--- src/rtl/demux_dispatch_ctrl_pkg.sv ---
// rtl/demux_dispatch_ctrl_pkg.sv - shared constants and FSM state type for the round-robin dispatcher
package demux_dispatch_pkg;
  localparam int NCH   = 4;
  localparam int SEL_W = 2;
  localparam int CNT_W = 16;

  typedef enum logic {ST_IDLE, ST_HOLD} state_t;
endpackage

--- src/rtl/demux_dispatch_ctrl_if.sv ---
// rtl/demux_dispatch_ctrl_if.sv - source handshake, channel handshakes and demux steering bundle
interface demux_dispatch_if #(parameter int DW = 8);
  import demux_dispatch_pkg::*;

  logic             in_valid;
  logic             in_ready;
  logic [DW-1:0]    in_data;
  logic [NCH-1:0]   out_valid;
  logic [NCH-1:0]   out_ready;
  logic [DW-1:0]    out_data;
  logic [SEL_W-1:0] sel;
  logic             busy;

  modport master (
    input  in_valid, in_data, out_ready,
    output in_ready, out_valid, out_data, sel, busy
  );

  modport slave (
    output in_valid, in_data, out_ready,
    input  in_ready, out_valid, out_data, sel, busy
  );
endinterface

--- src/rtl/demux_dispatch_ctrl_rr_pick4.sv ---
// rtl/demux_dispatch_ctrl_rr_pick4.sv - combinational rotating-priority picker over four channels
module rr_pick4
  import demux_dispatch_pkg::*;
(
  input  logic [NCH-1:0]   mask,
  input  logic [SEL_W-1:0] start,
  output logic [SEL_W-1:0] idx,
  output logic             any
);
  logic [2*NCH-1:0] dbl;
  logic [NCH-1:0]   rot;

  always_comb begin
    // rot[i] is the enable of channel start+i (mod 4); lowest i wins
    dbl = {mask, mask} >> start;
    rot = dbl[NCH-1:0];
    idx = start;
    for (int i = NCH - 1; i >= 0; i--) begin
      if (rot[i]) idx = start + SEL_W'(i);
    end
    any = |mask;
  end
endmodule

--- src/rtl/demux_dispatch_ctrl.sv ---
// rtl/demux_dispatch_ctrl.sv - round-robin dispatcher steering a one-entry hold register to four channels
// Optional per-channel transfer counters: DISPATCH_CNT_EN
module demux_dispatch_ctrl
  import demux_dispatch_pkg::*;
#(
  parameter int DW = 8
) (
  input  logic             clk,
  input  logic             rst_n,
  input  logic [NCH-1:0]   en_mask,
`ifdef DISPATCH_CNT_EN
  input  logic [SEL_W-1:0] cnt_sel,
  input  logic             cnt_clr,
  output logic [CNT_W-1:0] cnt_q,
`endif
  demux_dispatch_if.master bus
);
  state_t           state, state_n;
  logic [SEL_W-1:0] ptr;
  logic [SEL_W-1:0] sel_q;
  logic [DW-1:0]    hold;
  logic [SEL_W-1:0] pick_start;
  logic [SEL_W-1:0] pick_idx;
  logic             pick_any;
  logic             in_ready_c;
  logic             in_fire;
  logic             out_fire;
  logic             load;

  // In HOLD the next choice rotates from the channel just served, not the stale ptr
  assign pick_start = (state == ST_HOLD) ? sel_q + 1'b1 : ptr;

  rr_pick4 u_pick (
    .mask  (en_mask),
    .start (pick_start),
    .idx   (pick_idx),
    .any   (pick_any)
  );

  assign out_fire   = (state == ST_HOLD) && bus.out_ready[sel_q];
  assign in_ready_c = pick_any && ((state == ST_IDLE) || bus.out_ready[sel_q]);
  assign in_fire    = bus.in_valid && in_ready_c;

  always_ff @(posedge clk or negedge rst_n) begin
    if (!rst_n) state <= ST_IDLE;
    else        state <= state_n;
  end

  always_comb begin
    state_n = state;
    load    = 1'b0;
    case (state)
      ST_IDLE: begin
        if (in_fire) begin
          load    = 1'b1;
          state_n = ST_HOLD;
        end
      end
      ST_HOLD: begin
        if (out_fire) begin
          load    = in_fire;
          state_n = in_fire ? ST_HOLD : ST_IDLE;
        end
      end
      default: state_n = ST_IDLE;
    endcase
  end

  always_ff @(posedge clk or negedge rst_n) begin
    if (!rst_n) begin
      ptr   <= '0;
      sel_q <= '0;
      hold  <= '0;
    end else begin
      if (out_fire) ptr <= sel_q + 1'b1;
      if (load) begin
        hold  <= bus.in_data;
        sel_q <= pick_idx;
      end
    end
  end

  assign bus.in_ready  = in_ready_c;
  assign bus.out_valid = (state == ST_HOLD) ? ({{(NCH-1){1'b0}}, 1'b1} << sel_q) : '0;
  assign bus.out_data  = hold;
  assign bus.sel       = sel_q;
  assign bus.busy      = (state == ST_HOLD);

`ifdef DISPATCH_CNT_EN
  logic [CNT_W-1:0] cnt [NCH];

  // Clear has priority over a same-cycle increment
  always_ff @(posedge clk or negedge rst_n) begin
    if (!rst_n) begin
      for (int k = 0; k < NCH; k++) cnt[k] <= '0;
    end else begin
      for (int k = 0; k < NCH; k++) begin
        if (cnt_clr)                               cnt[k] <= '0;
        else if (out_fire && sel_q == SEL_W'(k))   cnt[k] <= cnt[k] + 1'b1;
      end
    end
  end

  assign cnt_q = cnt[cnt_sel];
`endif
endmodule

--- src/flat_wrapper.sv ---
// flat-port wrapper written by rule: the top's interface ports become plain ports
module demux_dispatch_ctrl_flat import demux_dispatch_pkg::*;
#(
  parameter int DW = 8
)
  (clk, rst_n, en_mask, bus_in_valid, bus_in_data, bus_out_ready, bus_in_ready, bus_out_valid, bus_out_data, bus_sel, bus_busy);
  demux_dispatch_if #(.DW(DW)) bus_i ();
  input  logic clk;
  input  logic rst_n;
  input  logic [NCH-1:0] en_mask;
  input wire logic [$bits(bus_i.in_valid)-1:0] bus_in_valid;
  input wire logic [$bits(bus_i.in_data)-1:0] bus_in_data;
  input wire logic [$bits(bus_i.out_ready)-1:0] bus_out_ready;
  output wire logic [$bits(bus_i.in_ready)-1:0] bus_in_ready;
  output wire logic [$bits(bus_i.out_valid)-1:0] bus_out_valid;
  output wire logic [$bits(bus_i.out_data)-1:0] bus_out_data;
  output wire logic [$bits(bus_i.sel)-1:0] bus_sel;
  output wire logic [$bits(bus_i.busy)-1:0] bus_busy;
  assign bus_i.in_valid = bus_in_valid;
  assign bus_i.in_data = bus_in_data;
  assign bus_i.out_ready = bus_out_ready;
  assign bus_in_ready = bus_i.in_ready;
  assign bus_out_valid = bus_i.out_valid;
  assign bus_out_data = bus_i.out_data;
  assign bus_sel = bus_i.sel;
  assign bus_busy = bus_i.busy;
  demux_dispatch_ctrl #(.DW(DW)) u_core (.clk(clk), .rst_n(rst_n), .en_mask(en_mask), .bus(bus_i));
endmodule
--- config.mk ---
export PLATFORM = sky130hd
export DESIGN_NAME = demux_dispatch_ctrl_flat
export DESIGN_NICKNAME = d
export VERILOG_FILES = /design/src/rtl/demux_dispatch_ctrl_pkg.sv /design/src/rtl/demux_dispatch_ctrl_if.sv /design/src/rtl/demux_dispatch_ctrl_rr_pick4.sv /design/src/rtl/demux_dispatch_ctrl.sv /design/src/flat_wrapper.sv
export SDC_FILE = /design/constraint.sdc
export NUM_CORES = 1
export LEC_CHECK = 0
export BUFFER_PORTS_ARGS = -buffer_cell sky130_fd_sc_hd__buf_4
export CAP_MARGIN = 20
export CORE_MARGIN = 8
export CORE_UTILIZATION = 48
export DETAILED_ROUTE_END_ITERATION = 6
export HOLD_SLACK_MARGIN = 0.08
export PLACE_DENSITY = 0.82
export SYNTH_ARGS = -nofsm -noshare
export SYNTH_HDL_FRONTEND = slang
export SYNTH_SLANG_ARGS = --single-unit
--- constraint.sdc ---
create_clock -name clk -period 4.7 [get_ports clk]
set_clock_uncertainty 0.2 [all_clocks]
set_input_delay 0.235 -clock clk [delete_from_list [all_inputs] [get_ports clk]]
set_output_delay 0.235 -clock clk [all_outputs]
set_load 0.01 [all_outputs]
==> results of run 1 <==
==> layout by cell type, fill, tap and decap left out <==
cell / synthesis / routed
o311a_1: 1 / 1
dfrtp_1: 13 / 13
and3_1: 1 / 1
a21oi_1: 2 / 2
mux2_4: 5 / 5
o211ai_4: 1 / 1
o31ai_1: 2 / 2
a32oi_1: 1 / 1
ha_1: 4 / 4
a31oi_1: 1 / 1
o21ai_0: 2 / 2
clkbuf_4: 0 / 3
mux2i_1: 1 / 1
nand3_1: 1 / 1
mux2_2: 4 / 4
nor3_1: 1 / 1
or4_1: 1 / 1
mux4_2: 1 / 1
and2_1: 5 / 5
nand2_1: 5 / 5
a21boi_0: 1 / 1
a2111oi_0: 1 / 1
buf_4: 0 / 34
inv_1: 5 / 5
clkbuf_1: 0 / 1
nand2b_1: 2 / 2
dlygate4sd3_1: 0 / 9
o21a_1: 1 / 1
==> per-layer routing <==
| layer | vias to the layer above | routed length (µm) | track usage |
|---|---|---|---|
| met1 | 328 | 805 | 0.130 |
| met3 | 0 | 170 | 0.0571 |
| met5 | - | 0 | 0 |
| met2 | 25 | 1020 | 0.226 |
| li1 | 318 | - | - |
| met4 | 0 | 0 | 0.0211 |
==> where the power goes <==
part | switching [µW] | internal [µW]
clock | 33.7 | 32.9
combinational | 165 | 198
sequential | 51.2 | 165
total | 250 | 395
==> worst max-delay path, cell delays in order (launching register included) <==
cell and delay [ns]:
dfrtp_1 0.50, inv_1 0.11, ha_1 0.32, mux2i_1 0.38, nor3_1 0.08, a2111oi_0 0.48
o31ai_1 0.14
==> cell families after synthesis <==
kind of cell	after synthesis	share of synthesized area
fa+ha+maj	4	0.0663
mux	11	0.202
compound gates	13	0.139
simple gates	16	0.114
flops	13	0.431
buf+inv	7	0.0464
==> area by class of cell <==
class,count,area [µm²],share of cell area
Clock buffer,4,26.3,0.0233
Inverter,5,18.8,0.0166
Multi-Input combinational cell,44,394,0.349
Sequential cell,13,325,0.288
Tap cell,16,20.0,0.0177
Timing Repair Buffer,43,345,0.306
==> sequential cells by signal (all words and copies together) (netlist names) <==
signal and count:
u_core.bus.out_data 8, u_core.ptr 2, u_core.bus.sel 2, u_core.bus.busy 1
==> cell usage after synthesis <==
master | count | share of area
a2111oi_0 | 1 | 0.012
o211ai_4 | 1 | 0.028
nand3_1 | 1 | 0.0066
ha_1 | 4 | 0.066
buf_6 | 1 | 0.015
or4_1 | 1 | 0.010
inv_1 | 5 | 0.025
nor3_1 | 1 | 0.0066
o31ai_1 | 2 | 0.020
mux4_2 | 1 | 0.030
and2_1 | 5 | 0.041
nand2b_1 | 2 | 0.017
mux2_4 | 5 | 0.099
buf_2 | 1 | 0.0066
o21ai_0 | 2 | 0.013
a31oi_1 | 1 | 0.0083
o311a_1 | 1 | 0.013
and3_1 | 1 | 0.0083
nand2_1 | 5 | 0.025
a21oi_1 | 2 | 0.013
a32oi_1 | 1 | 0.012
mux2i_1 | 1 | 0.013
a21boi_0 | 1 | 0.010
mux2_2 | 4 | 0.060
o21a_1 | 1 | 0.010
dfrtp_1 | 13 | 0.43
==> timing repair <==
action                                  CTS  global route
hold buffers                              9             0
resized for setup                         0             0
setup buffers                             0             0
endpoints found under the hold margin    21             0
endpoints found under the setup margin    0             0
==> worst max-delay path by stage <==
stage | from | to | slack [ns] | cells past startpoint
finish | u_core.bus.sel[0]$_DFFE_PN0P_ | u_core.bus.sel[1]$_DFFE_PN0P_ | 2.35 | 6
global placement | u_core.bus.sel[0]$_DFFE_PN0P_ | u_core.bus.sel[1]$_DFFE_PN0P_ | 2.50 | 6
global route | u_core.bus.sel[0]$_DFFE_PN0P_ | u_core.bus.sel[1]$_DFFE_PN0P_ | 2.20 | 6
floorplan | u_core.bus.sel[0]$_DFFE_PN0P_ | u_core.bus.out_data[3]$_DFFE_PN0P_ | 2.62 | 4
detailed placement | u_core.bus.sel[0]$_DFFE_PN0P_ | u_core.bus.sel[1]$_DFFE_PN0P_ | 2.38 | 6
CTS | u_core.bus.sel[0]$_DFFE_PN0P_ | u_core.bus.sel[1]$_DFFE_PN0P_ | 2.36 | 6
==> stage by stage <==
stage	worst slack [ns]	area, µm²
2_1_floorplan	2.62	754
3_3_place_gp	2.50	1010
5_1_grt	2.20	1130
6_report	2.35	1130
4_1_cts	2.36	1130
3_5_place_dp	2.38	1010
==> metrics.txt, run 1 <==
Worst Tran Pin Value=0.509 ns; Layout area overhead=49.8%; FILL cells=98; Worst Path Max Fanout=8; RR Startpoint=u_core.bus.sel[0]$_DFFE_PN0P_; status=completed; GPL Wtd Cong=0.775; H-tree depth=1; nets@finish=133; # setup viols final=0; fin util=0.759; fin crit period=2.35 ns; DRC Markers=0; setup tns final=0 ns; Core ar.=1490 µm²; Max Cap Viol=0; global-route wire length before repair=3150 µm; internal reg-to-reg setup slack=2.35 ns; Syn Nets=87; Warnings, synthesis=0; Final Max Tran Viols=0; Max Root-Sink Buffers=2; Avg Inst Size Synth=11.8 µm²; vias in the first global route=681; maximum VDD drop=0.400 mV; Reg2Reg Depth=6; RSZ-0062 raised after global routing=no; overflow left after global routing=0; drt initial violations=5; Req. time, crit path=4.64 ns; Total GRT Usage=0.125; TritonCTS Sinks=13; crit path DAT=2.29 ns; P per Cell Area=571 nW/µm²; Vias/cell=5.37; Final Hold Viols=0; initial antenna violation count=0; root buf cell=clkbuf_4; CTS tree=done; Initial DRT Pass Iterations=3; Cells after DPL=112; Layout Cells excl Fill=125; Clk Latency, worst-skew pair=0.27 ns; Syn Std Cell Area=754 µm²; I/O pin cnt=35; Seq/Total Area, Yosys=0.431; Final Cycle Share=0.500; Die Area=3100 µm²; row cnt=14; largest net degree at the start of global routing=14; static leakage=0.000563 µW; Reg clk slew, reported paths=0.07 ns; WHS=0.152 ns; IO Port Bufs=34; DRT Wirelength=2000 µm; Overall Power=645 µW; Startpoint Class=flop; worst r2r dst=u_core.bus.sel[1]$_DFFE_PN0P_; Vias=671; f_max=425 MHz; Crit. End Element=flop; die width=55.6 µm; Synth Instances=64; Starting Density=0.507; # diodes=0; Die H=55.6 µm; CTS Buf Count=3; Synth cell types=26; WL per Instance=16.0 µm; Hold Crit Class=input pin to async pin; worst rel slew slack=0.652; Final HPWL DP=1510 µm; share of cells above drive strength 1=0.440; Post-DRT Antenna Nets=0; FF+latch count, synth=13; critical path class=flop to flop
No activity file was read; power rests on OpenSTA's default activity.
==> inputs of run 2 (changes only) <==
- CORE_UTILIZATION: 48 -> 45
- PLACE_DENSITY: 0.82 -> 0.78
- clock period: 4.7 -> 2.3 ns (I/O delays scaled with it)
==> run 2 against run 1 <==
Sequential share of layout area is 2.0 points lower. Sequential power is 100% higher. Register-to-register slack worse by 2.2 ns. Via count is 3.6% higher. Global-route usage is 0.18 points higher. Cell count is 6.4% higher. Maximum frequency is 11% higher. Combinational power is 120% higher. Flip-flop and latch count stayed put. Critical endpoint is now u_core.bus.out_data[0]$_DFFE_PN0P_. Largest cell class is now non-clock buffers. Highest routed layer is now met4.
==> metrics.txt, run 2 (synthesized netlist as in run 1, its figures left out) <==
Crit. End Element=flop; Crit path largest cell delay=0.60 ns (+0.10 ns); Final HPWL DP=1480 µm (-1.8%); Clk Latency, worst-skew pair=0.27 ns (about the same); fin crit period=2.11 ns (-0.240 ns); WL per Instance=15.6 µm (-2.2%); max FFs per register=8 (unchanged); fin util=0.789 (+0.0301); vias in the first global route=725 (+6.5%); Startpoint Class=flop; critical path class=flop to flop; I/O pin cnt=35 (unchanged); H-tree depth=1 (unchanged); Die Area=3240 µm² (+4.7%); most frequent cells in the layout=buf_4, dlygate4sd3_1, dfrtp_1; die width=56.9 µm (+2.3%); Final Max Tran Viols=0 (unchanged); CP top delay family=multiplexers; setup tns final=0 ns (unchanged); internal power=853 µW (+120%); Req. time, crit path=2.26 ns (-2.38 ns); Core ar.=1540 µm² (+3.5%); largest net degree at the start of global routing=14 (unchanged); f_max=473 MHz (+11%); Switch Pwr=515 µW (+110%); Die H=56.9 µm (+2.3%); nets@finish=141 (+6.0%); Overall Power=1370 µW (+110%); Post-DRT Antenna Nets=0 (unchanged); Comb pwr share=0.578 (+0.015); share of cells above drive strength 1=0.444 (+0.00408); switch share=0.376 (-0.0117); Worst Tran Pin Value=0.582 ns (+0.0734 ns); # resized after CTS=0 (unchanged); Reg clk slew, reported paths=0.08 ns (about the same); global-route wire length before repair=3350 µm (+6.3%); maximum VDD drop=0.758 mV (+89%); crit path DAT=2.07 ns (-0.22 ns); Layout area overhead=61.2%; Worst Path Max Fanout=9 (+1); Starting Density=0.489 (-0.0173); CTS tree=done; Place WS=0.101 ns (-2.28 ns); TritonCTS Sinks=13 (unchanged); overflow left after global routing=0 (unchanged); DRT Wirelength=2080 µm (+4.1%); Final Cycle Share=0.918 (+0.418); static leakage=0.000605 µW (+7.6%); status=completed; worst rel slew slack=0.611 (-0.0414); row cnt=14 (unchanged); GPL Wtd Cong=0.782 (+0.88%); WHS=0.126 ns (-0.0257 ns); # diodes=0 (unchanged); Buffers & Inverters on Critical Path=1 (unchanged); IO Port Bufs=34 (unchanged); Hold Crit Class=input pin to flop; most common cell after layout, fill and taps aside=buf_4; register share of total power=0.320 (-0.014); Critical-path top delay cell=mux4_2; Vias=695 (+3.6%); RSZ-0062 raised after global routing=no; CTS Buf Count=3 (unchanged); P per Cell Area=1120 nW/µm² (+97%); initial antenna violation count=0 (unchanged); root buf cell=clkbuf_4; # setup viols final=0 (unchanged); Initial DRT Pass Iterations=4 (+1); Clk network pwr share=0.102 (about the same); Max Root-Sink Buffers=2 (unchanged); post-route worst setup slack=0.188 ns (-2.16 ns); drt initial violations=8 (+3); Critical Path, Cell by Cell=mux4_2 -> o211ai_4 -> buf_12 -> mux2_2; Max Cap Viol=0 (unchanged); Final Hold Viols=0 (unchanged); Vias/cell=5.23 (-2.7%); Total GRT Usage=0.127 (+0.00178); DRC Markers=0 (unchanged)
run 2: cell types whose count changed in the layout (fill, tap and decap cells not counted):
cell	delta
clkbuf_1	-1
buf_4	+2
buf_12	+1
dlygate4sd3_1	+5
clkinv_2	+1
run 2: power by group through the flow:
stage,clock (µW),sequential [µW],combinational [µW]
after floorplan,0,450,421
after global placement,0,434,740
after detailed placement,0,437,759
after CTS,141,438,775
after global routing,154,456,863
final,139,438,791
run 2: repair_timing:
| item | 4_1_cts | 5_1_grt |
|---|---|---|
| setup endpoints to repair | 0 | 1 |
| hold endpoints to repair | 23 | 0 |
| setup buffers | 0 | 1 |
| hold buffers | 14 | 0 |
run 2: layout make-up:
class | instances | area (µm²)
clock buffers | 3 | 22.5
clock inverters | 1 | 5.00
fillers | 101 | 325
inverters | 5 | 18.8
multi-input cells | 44 | 394
flip-flops and latches | 13 | 325
well taps | 16 | 20.0
repair buffers | 51 | 430
run 2: final timing paths:
path / from / endpoint / slack (ns) / cells after the start
max: u_core.bus.sel[0]$_DFFE_PN0P_ / u_core.bus.out_data[0]$_DFFE_PN0P_ / 0.19 / 4
min: bus_out_ready[0] / u_core.bus.busy$_DFF_PN0_ / 0.13 / 3
max reg2reg: u_core.bus.sel[0]$_DFFE_PN0P_ / u_core.bus.out_data[0]$_DFFE_PN0P_ / 0.19 / 4
min reg2reg: u_core.ptr[0]$_DFFE_PN0P_ / u_core.ptr[0]$_DFFE_PN0P_ / 0.29 / 2
max in group asynchronous: rst_n / u_core.ptr[1]$_DFFE_PN0P_ / 0.79 / 3
min in group asynchronous: rst_n / u_core.bus.out_data[6]$_DFFE_PN0P_ / 0.73 / 3
run 2: tightest hold or removal path: stages:
cell and delay (ns):
buf_4 0.08, mux4_2 0.29, o21ai_0 0.08
run 2: stage by stage:
stage               instances  instance area [µm²]
CTS                       132                 1200
global placement          114                 1030
finish                    133                 1220
floorplan                  64                  754
detailed placement        114                 1030
global route              133                 1220
run 2: per-layer routing:
| metal | GRT usage | up-vias | routed length (µm) |
|---|---|---|---|
| met5 | 0 | - | 0 |
| met2 | 0.217 | 28 | 1070 |
| li1 | - | 338 | - |
| met4 | 0.0436 | 0 | 37 |
| met1 | 0.138 | 325 | 802 |
| met3 | 0.0531 | 4 | 168 |
